==> src/rtl/apb_master_ctrl_if.sv <==
// Host request/response port plus the two-slave APB bus, grouped for apb_master_ctrl.
interface apb_master_ctrl_if #(
    parameter int ADDR_W = 8,
    parameter int DATA_W = 8
);
    logic              req_valid;
    logic              req_ready;
    logic              req_write;
    logic [ADDR_W-1:0] req_addr;
    logic [DATA_W-1:0] req_wdata;
    logic              resp_valid;
    logic [DATA_W-1:0] resp_rdata;
    logic              resp_err;
    logic [ADDR_W-1:0] padd;
    logic [DATA_W-1:0] pwdata;
    logic              PWRITE;
    logic              PSEL1;
    logic              PSEL2;
    logic              PENABLE;
    logic              PREADY;
    logic [DATA_W-1:0] prdata1;
    logic [DATA_W-1:0] prdata2;

    modport master (
        input  req_valid, req_write, req_addr, req_wdata, PREADY, prdata1, prdata2,
        output req_ready, resp_valid, resp_rdata, resp_err,
               padd, pwdata, PWRITE, PSEL1, PSEL2, PENABLE
    );

    modport slave (
        output req_valid, req_write, req_addr, req_wdata, PREADY, prdata1, prdata2,
        input  req_ready, resp_valid, resp_rdata, resp_err,
               padd, pwdata, PWRITE, PSEL1, PSEL2, PENABLE
    );
endinterface

==> src/rtl/apb_master_ctrl.sv <==
// APB master: single host requests sequenced as SETUP/ACCESS onto a two-slave APB bus.
//   state  | meaning
//   IDLE   | waiting for a host request (only state with req_ready=1)
//   SETUP  | PSELx high, PENABLE low, one cycle
//   ACCESS | PSELx and PENABLE high, waiting on PREADY or timeout
//   RESP   | one-cycle resp_valid pulse, bus released
module apb_master_ctrl #(
    parameter int ADDR_W  = 8,
    parameter int DATA_W  = 8,
    parameter int TIMEOUT = 16
) (
    input  logic PCLK,
    input  logic PRST,
    apb_master_ctrl_if.master bus
);
    typedef enum logic [1:0] {IDLE, SETUP, ACCESS, RESP} state_t;

    localparam logic [7:0] TO_CNT = 8'(TIMEOUT);

    state_t            state_q, state_d;
    logic [7:0]        wait_q, wait_d;
    logic              sel2_q, sel2_d;
    logic [ADDR_W-1:0] padd_q, padd_d;
    logic [DATA_W-1:0] pwdata_q, pwdata_d;
    logic              pwrite_q, pwrite_d;
    logic              psel1_q, psel1_d;
    logic              psel2_q, psel2_d;
    logic              penable_q, penable_d;
    logic              rvalid_q, rvalid_d;
    logic [DATA_W-1:0] rdata_q, rdata_d;
    logic              rerr_q, rerr_d;
    logic [1:0]        region;

    // Top two address bits pick the slave; the upper half of the map is unmapped.
    assign region = bus.req_addr[ADDR_W-1 -: 2];

    always_ff @(posedge PCLK or negedge PRST) begin
        if (!PRST) begin
            state_q   <= IDLE;
            wait_q    <= '0;
            sel2_q    <= 1'b0;
            padd_q    <= '0;
            pwdata_q  <= '0;
            pwrite_q  <= 1'b0;
            psel1_q   <= 1'b0;
            psel2_q   <= 1'b0;
            penable_q <= 1'b0;
            rvalid_q  <= 1'b0;
            rdata_q   <= '0;
            rerr_q    <= 1'b0;
        end else begin
            state_q   <= state_d;
            wait_q    <= wait_d;
            sel2_q    <= sel2_d;
            padd_q    <= padd_d;
            pwdata_q  <= pwdata_d;
            pwrite_q  <= pwrite_d;
            psel1_q   <= psel1_d;
            psel2_q   <= psel2_d;
            penable_q <= penable_d;
            rvalid_q  <= rvalid_d;
            rdata_q   <= rdata_d;
            rerr_q    <= rerr_d;
        end
    end

    // Computes next-cycle register values so every bus/response output comes straight from a flop.
    always_comb begin
        state_d   = state_q;
        wait_d    = wait_q;
        sel2_d    = sel2_q;
        padd_d    = padd_q;
        pwdata_d  = pwdata_q;
        pwrite_d  = pwrite_q;
        psel1_d   = 1'b0;
        psel2_d   = 1'b0;
        penable_d = 1'b0;
        rvalid_d  = 1'b0;
        rdata_d   = rdata_q;
        rerr_d    = rerr_q;
        case (state_q)
            IDLE: begin
                wait_d = '0;
                if (bus.req_valid) begin
                    padd_d   = bus.req_addr;
                    pwdata_d = bus.req_wdata;
                    pwrite_d = bus.req_write;
                    if (region[1]) begin
                        state_d  = RESP;
                        rvalid_d = 1'b1;
                        rerr_d   = 1'b1;
                        rdata_d  = '0;
                    end else begin
                        state_d = SETUP;
                        sel2_d  = region[0];
                        psel1_d = ~region[0];
                        psel2_d = region[0];
                    end
                end
            end
            SETUP: begin
                state_d   = ACCESS;
                psel1_d   = ~sel2_q;
                psel2_d   = sel2_q;
                penable_d = 1'b1;
            end
            ACCESS: begin
                if (bus.PREADY) begin
                    state_d  = RESP;
                    rvalid_d = 1'b1;
                    rerr_d   = 1'b0;
                    if (pwrite_q)
                        rdata_d = '0;
                    else
                        rdata_d = sel2_q ? bus.prdata2 : bus.prdata1;
                end else begin
                    if (wait_q != TO_CNT)
                        wait_d = wait_q + 8'd1;
                    if (wait_d == TO_CNT) begin
                        state_d  = RESP;
                        rvalid_d = 1'b1;
                        rerr_d   = 1'b1;
                        rdata_d  = '0;
                    end else begin
                        psel1_d   = ~sel2_q;
                        psel2_d   = sel2_q;
                        penable_d = 1'b1;
                    end
                end
            end
            RESP: begin
                state_d = IDLE;
                wait_d  = '0;
            end
            default: state_d = IDLE;
        endcase
    end

    assign bus.req_ready  = (state_q == IDLE);
    assign bus.resp_valid = rvalid_q;
    assign bus.resp_rdata = rdata_q;
    assign bus.resp_err   = rerr_q;
    assign bus.padd       = padd_q;
    assign bus.pwdata     = pwdata_q;
    assign bus.PWRITE     = pwrite_q;
    assign bus.PSEL1      = psel1_q;
    assign bus.PSEL2      = psel2_q;
    assign bus.PENABLE    = penable_q;
endmodule

==> src/flat_wrapper.sv <==
// flat-port wrapper written by rule: the top's interface ports become plain ports
module apb_master_ctrl_flat 
#(
    parameter int ADDR_W  = 8,
    parameter int DATA_W  = 8,
    parameter int TIMEOUT = 16
)
  (PCLK, PRST, bus_req_valid, bus_req_write, bus_req_addr, bus_req_wdata, bus_PREADY, bus_prdata1, bus_prdata2, bus_req_ready, bus_resp_valid, bus_resp_rdata, bus_resp_err, bus_padd, bus_pwdata, bus_PWRITE, bus_PSEL1, bus_PSEL2, bus_PENABLE);
  apb_master_ctrl_if #(.ADDR_W(ADDR_W), .DATA_W(DATA_W)) bus_i ();
  input  logic PCLK;
  input  logic PRST;
  input wire logic [$bits(bus_i.req_valid)-1:0] bus_req_valid;
  input wire logic [$bits(bus_i.req_write)-1:0] bus_req_write;
  input wire logic [$bits(bus_i.req_addr)-1:0] bus_req_addr;
  input wire logic [$bits(bus_i.req_wdata)-1:0] bus_req_wdata;
  input wire logic [$bits(bus_i.PREADY)-1:0] bus_PREADY;
  input wire logic [$bits(bus_i.prdata1)-1:0] bus_prdata1;
  input wire logic [$bits(bus_i.prdata2)-1:0] bus_prdata2;
  output wire logic [$bits(bus_i.req_ready)-1:0] bus_req_ready;
  output wire logic [$bits(bus_i.resp_valid)-1:0] bus_resp_valid;
  output wire logic [$bits(bus_i.resp_rdata)-1:0] bus_resp_rdata;
  output wire logic [$bits(bus_i.resp_err)-1:0] bus_resp_err;
  output wire logic [$bits(bus_i.padd)-1:0] bus_padd;
  output wire logic [$bits(bus_i.pwdata)-1:0] bus_pwdata;
  output wire logic [$bits(bus_i.PWRITE)-1:0] bus_PWRITE;
  output wire logic [$bits(bus_i.PSEL1)-1:0] bus_PSEL1;
  output wire logic [$bits(bus_i.PSEL2)-1:0] bus_PSEL2;
  output wire logic [$bits(bus_i.PENABLE)-1:0] bus_PENABLE;
  assign bus_i.req_valid = bus_req_valid;
  assign bus_i.req_write = bus_req_write;
  assign bus_i.req_addr = bus_req_addr;
  assign bus_i.req_wdata = bus_req_wdata;
  assign bus_i.PREADY = bus_PREADY;
  assign bus_i.prdata1 = bus_prdata1;
  assign bus_i.prdata2 = bus_prdata2;
  assign bus_req_ready = bus_i.req_ready;
  assign bus_resp_valid = bus_i.resp_valid;
  assign bus_resp_rdata = bus_i.resp_rdata;
  assign bus_resp_err = bus_i.resp_err;
  assign bus_padd = bus_i.padd;
  assign bus_pwdata = bus_i.pwdata;
  assign bus_PWRITE = bus_i.PWRITE;
  assign bus_PSEL1 = bus_i.PSEL1;
  assign bus_PSEL2 = bus_i.PSEL2;
  assign bus_PENABLE = bus_i.PENABLE;
  apb_master_ctrl #(.ADDR_W(ADDR_W), .DATA_W(DATA_W), .TIMEOUT(TIMEOUT)) u_core (.PCLK(PCLK), .PRST(PRST), .bus(bus_i));
endmodule
==> config.mk <==
export PLATFORM = sky130hd
export DESIGN_NAME = apb_master_ctrl_flat
export DESIGN_NICKNAME = d
export VERILOG_FILES = /design/src/rtl/apb_master_ctrl_if.sv /design/src/rtl/apb_master_ctrl.sv /design/src/flat_wrapper.sv
export SDC_FILE = /design/constraint.sdc
export NUM_CORES = 1
export LEC_CHECK = 0
export CAP_MARGIN = 10
export CORE_ASPECT_RATIO = 0.6
export CORE_UTILIZATION = 68
export CTS_CLUSTER_DIAMETER = 150
export DETAILED_ROUTE_END_ITERATION = 8
export DONT_BUFFER_PORTS = 1
export PLACE_DENSITY = 0.82
export SKIP_CTS_REPAIR_TIMING = 1
export SLEW_MARGIN = 10
export SYNTH_ARGS = -nofsm -noshare
export SYNTH_HDL_FRONTEND = slang
export SYNTH_SLANG_ARGS = --single-unit
==> constraint.sdc <==
create_clock -name PCLK -period 5.3 [get_ports PCLK]
set_input_delay 1.59 -clock PCLK [delete_from_list [all_inputs] [get_ports PCLK]]
set_output_delay 1.59 -clock PCLK [all_outputs]
set_load 0.02 [all_outputs]
==> results.rst <==
.. list-table::
   :header-rows: 1

   * - Metric
     - Value
   * - Detailed-router iteration count before antenna repair
     - 4
   * - Required time of the critical path
     - 3.71 ns
   * - Slew Viols, Final
     - 0
   * - Die Footprint
     - 3700 µm²
   * - Endpoint of the worst register-to-register path
     - u_core.bus.resp_rdata[0]
   * - Highest-count cells in the layout ignoring fill and taps
     - 41 x sky130_fd_sc_hd__dfrtp_1, 25 x sky130_fd_sc_hd__nand2_1, 19 x sky130_fd_sc_hd__inv_1, 17 x sky130_fd_sc_hd__mux2_2, 11 x sky130_fd_sc_hd__o21ai_0
   * - Minimum clock period after layout
     - 2.867 ns
   * - Effective utilization at floorplan
     - 0.7153
   * - Mean number of vias per cell
     - 6.510
   * - Final total negative setup slack
     - 0 ns
   * - Top cell type by total area after synthesis
     - sky130_fd_sc_hd__dfrtp_1
   * - Syn Nets
     - 258
   * - Largest delay contributor family on the critical path
     - adder cells
   * - Final-stage net count
     - 252
   * - Syn_area_per_cell
     - 10.92 µm²
   * - Hold path startpoint
     - u_core.state_q[0]
   * - Largest fanout of any net on the critical path
     - 8
   * - Diode count
     - 0
   * - VDD IR-drop max
     - 0.0003121 V
   * - Final Power
     - 1371 µW
   * - First-pass GRT wire length
     - 7.521 mm
   * - Antenna violations before repair
     - 0
   * - Root Driver
     - sky130_fd_sc_hd__clkbuf_8
   * - Crit path buffers/inverters
     - 1
   * - DR iter-0 viols
     - 114
   * - Worst reg2reg path startpoint
     - u_core.wait_q[0]
   * - Depth of the worst register-to-register path
     - 7
   * - Leading cell type in the layout, fill and taps excluded
     - sky130_fd_sc_hd__dfrtp_1
   * - Post-detailed-route wirelength per cell
     - 19.95 µm
   * - Filler Cells Inserted
     - 225
   * - GRT Residual Overflow
     - 0
   * - Capturing element type of the critical path
     - primary output
   * - Clock tree from TritonCTS
     - done
   * - Final clock skew
     - 0.003919 ns
   * - DRC violation count after routing
     - 0
   * - R2r setup slk
     - 2.70 ns
   * - Kind of start point of the critical path
     - register
   * - Hold path endpoint
     - u_core.state_q[0]
   * - Overall die height
     - 47.52 µm
   * - Via count of the first global-routing pass
     - 1560
   * - Setup repair after global routing missed its margin
     - false
   * - DPL Wire Length
     - 3.762 mm
   * - Largest stage delay, worst path
     - 0.46 ns
   * - Final routed wirelength across all metal layers
     - 5.087 mm
   * - Status
     - finished clean
   * - Global Route Usage Sum
     - 0.2753
   * - Total power density per cell area
     - 566.1 nW/µm²
   * - Synth unique cells
     - 52
   * - Portion of synthesized cell area occupied by the leading cell type
     - 0.4369
   * - Clk pin slew, worst setup/hold paths
     - 0.08 ns
   * - Critical-path cell list
     - inv_1 > ha_1
   * - Final count of hold timing violations
     - 0
   * - Synth Cell Area
     - 2349 µm²
   * - Number of cells on the worst hold path
     - 1
   * - Number of input and output port buffers inserted
     - 0
   * - Actual slew at the worst max-slew pin
     - 0.7858 ns
   * - Maximum number of pins on one net before global-route repair
     - 42
   * - Worst Path Arrival
     - 1.28 ns
   * - Number of synthesized flops with an enable pin
     - 0
   * - TritonCTS buffer count
     - 5
   * - Fraction of layout cells with a size suffix above 1
     - 0.2143
   * - Classification of the worst setup path
     - register to primary output
   * - Min-delay worst type
     - register to register
   * - Primary flip-flop cell chosen by synthesis mapping
     - sky130_fd_sc_hd__dfrtp_1
   * - Total cell area at the placement stage
     - 2307 µm²
   * - Area of all placed cells without fillers
     - 2422 µm²
   * - Gate count after technology mapping
     - 215
   * - Max Freq
     - 348.8 MHz
   * - Cell types occupying the most area after synthesis
     - sky130_fd_sc_hd__dfrtp_1 44%, sky130_fd_sc_hd__mux2_2 8.2%, sky130_fd_sc_hd__nand2_1 4.0%, sky130_fd_sc_hd__o221ai_2 3.8%, sky130_fd_sc_hd__mux2i_1 3.4%
   * - Skew-Pair Late Insertion Delay
     - 0.29 ns
   * - Synth warn
     - 0
   * - Slew headroom
     - 0.4761
   * - #FFs+latches synth
     - 41
   * - Via Count
     - 1660
   * - Die boundary width
     - 77.87 µm
   * - Share of async-settable or async-resettable flops after synthesis
     - 1.000
   * - Synthesis-to-layout area growth
     - 3.143%
   * - Max Cap Violations
     - 0
   * - Sinks on Clock Net
     - 41
   * - Final worst path period share
     - 0.5409
   * - H-tree level count
     - 2
   * - Pleak
     - 0.001013 µW
   * - Sequential-to-total area share from yosys stat
     - 0.4369
   * - Remaining antenna violation count
     - 0
   * - Last weighted congestion value of the routability-driven placer
     - 0.8550
   * - Clock Tree Buf Depth
     - 2
   * - Slowest cell on crit path
     - sky130_fd_sc_hd__ha_1
   * - Core area
     - 3283 µm²
   * - Final worst hold slack
     - 0.5715 ns
   * - Std cell rows
     - 16
   * - Boundary pin count
     - 68
   * - Setup Viol. Count Final
     - 0
power by group:
group	total, µW	internal (µW)	leakage (µW)	switching [µW]
clock	254	141	0.0000543	113
combinational	453	201	0.000441	253
sequential	664	428	0.000518	236
total	1370	770	0.00101	602
cells in the mapped netlist (2+ instances only):
| cell type | count |
|---|---|
| sky130_fd_sc_hd__nand3_1 | 6 |
| sky130_fd_sc_hd__o221ai_1 | 2 |
| sky130_fd_sc_hd__nand2_1 | 25 |
| sky130_fd_sc_hd__o21ai_0 | 11 |
| sky130_fd_sc_hd__a21oi_1 | 2 |
| sky130_fd_sc_hd__o31ai_1 | 3 |
| sky130_fd_sc_hd__a32o_1 | 5 |
| sky130_fd_sc_hd__or3_1 | 2 |
| sky130_fd_sc_hd__a22o_1 | 4 |
| sky130_fd_sc_hd__a31oi_2 | 2 |
| sky130_fd_sc_hd__clkbuf_1 | 6 |
| sky130_fd_sc_hd__nor2_1 | 7 |
| sky130_fd_sc_hd__o221ai_2 | 6 |
| sky130_fd_sc_hd__a211oi_2 | 3 |
| sky130_fd_sc_hd__mux2_2 | 17 |
| sky130_fd_sc_hd__ha_1 | 6 |
| sky130_fd_sc_hd__and3_1 | 2 |
| sky130_fd_sc_hd__buf_6 | 6 |
| sky130_fd_sc_hd__inv_1 | 19 |
| sky130_fd_sc_hd__dfrtp_1 | 41 |
| sky130_fd_sc_hd__nand4_1 | 2 |
| sky130_fd_sc_hd__mux2i_1 | 8 |
final cells by class:
| cell class | instances | area (µm²) | area share |
|---|---|---|---|
| clock buffer | 5 | 68.82 | 0.02841 |
| clock inverter | 3 | 46.29 | 0.01911 |
| inverter | 19 | 71.32 | 0.02944 |
| multi-input combinational | 142 | 1154 | 0.4762 |
| sequential | 41 | 1026 | 0.4236 |
| tap | 45 | 56.30 | 0.02324 |
sequential cells by signal, indices dropped and copies added, names as in the netlist:
register,cells
u_core.bus.resp_rdata,8
u_core.bus.PSEL2,1
u_core.bus.pwdata,8
u_core.bus.PWRITE,1
u_core.sel2_q,1
u_core.bus.PSEL1,1
u_core.bus.PENABLE,1
u_core.bus.resp_err,1
u_core.state_q,2
u_core.wait_q,8
u_core.bus.padd,8
u_core.bus.resp_valid,1
routing by layer:
| metal | part of all wire | GRT usage | vias to the layer above |
|---|---|---|---|
| met5 | 0 | 0 | - |
| met4 | 0 | 0.03774 | 0 |
| met3 | 0.095 | 0.08762 | 0 |
| met2 | 0.45 | 0.4319 | 82 |
| met1 | 0.45 | 0.3901 | 804 |
| li1 | - | - | 774 |
stage by stage:
stage / utilization / worst slack, ns / instances
2_1_floorplan: - / 2.643 / 215
3_3_place_gp: 0.7027 / 2.418 / 247
3_5_place_dp: 0.7027 / 2.329 / 247
4_1_cts: 0.7378 / 2.439 / 255
5_1_grt: 0.7378 / 2.365 / 255
6_report: 0.7378 / 2.433 / 255
worst reg2reg max path: stages, from the launching register on:
cell,delay [ns]
sky130_fd_sc_hd__dfrtp_1,0.54
sky130_fd_sc_hd__inv_1,0.13
sky130_fd_sc_hd__ha_1,0.23
sky130_fd_sc_hd__and4bb_1,0.24
sky130_fd_sc_hd__a211oi_2,0.30
sky130_fd_sc_hd__a31oi_2,0.17
sky130_fd_sc_hd__o21ai_2,0.64
sky130_fd_sc_hd__o221ai_1,0.20
cells by family (layout without fill, tap and decap cells):
kind of cell               Yosys count  count (layout)  share of synthesized area
xor gates and xnor gates             2               2                   0.007460
and+or+nand+nor                     57              57                     0.1391
muxes                               25              25                     0.1156
AOI/OAI and AO/OA                   52              52                     0.1971
adders and majority gates            6               6                    0.03197
buffers and inverters               32              27                    0.07192
DFF                                 41              41                     0.4369
worst max-delay path by stage:
stage,from,to,slack [ns],depth (start not counted)
2_1_floorplan,bus_req_valid,u_core.bus.PWRITE,2.64,3
3_3_place_gp,bus_req_valid,u_core.bus.PSEL1,2.42,4
3_5_place_dp,bus_req_valid,u_core.bus.PSEL1,2.33,4
4_1_cts,u_core.state_q[1],bus_req_ready,2.44,2
5_1_grt,u_core.state_q[1],bus_req_ready,2.36,2
6_report,u_core.state_q[1],bus_req_ready,2.43,2
Note: power is estimated with default switching activity, not from simulation.
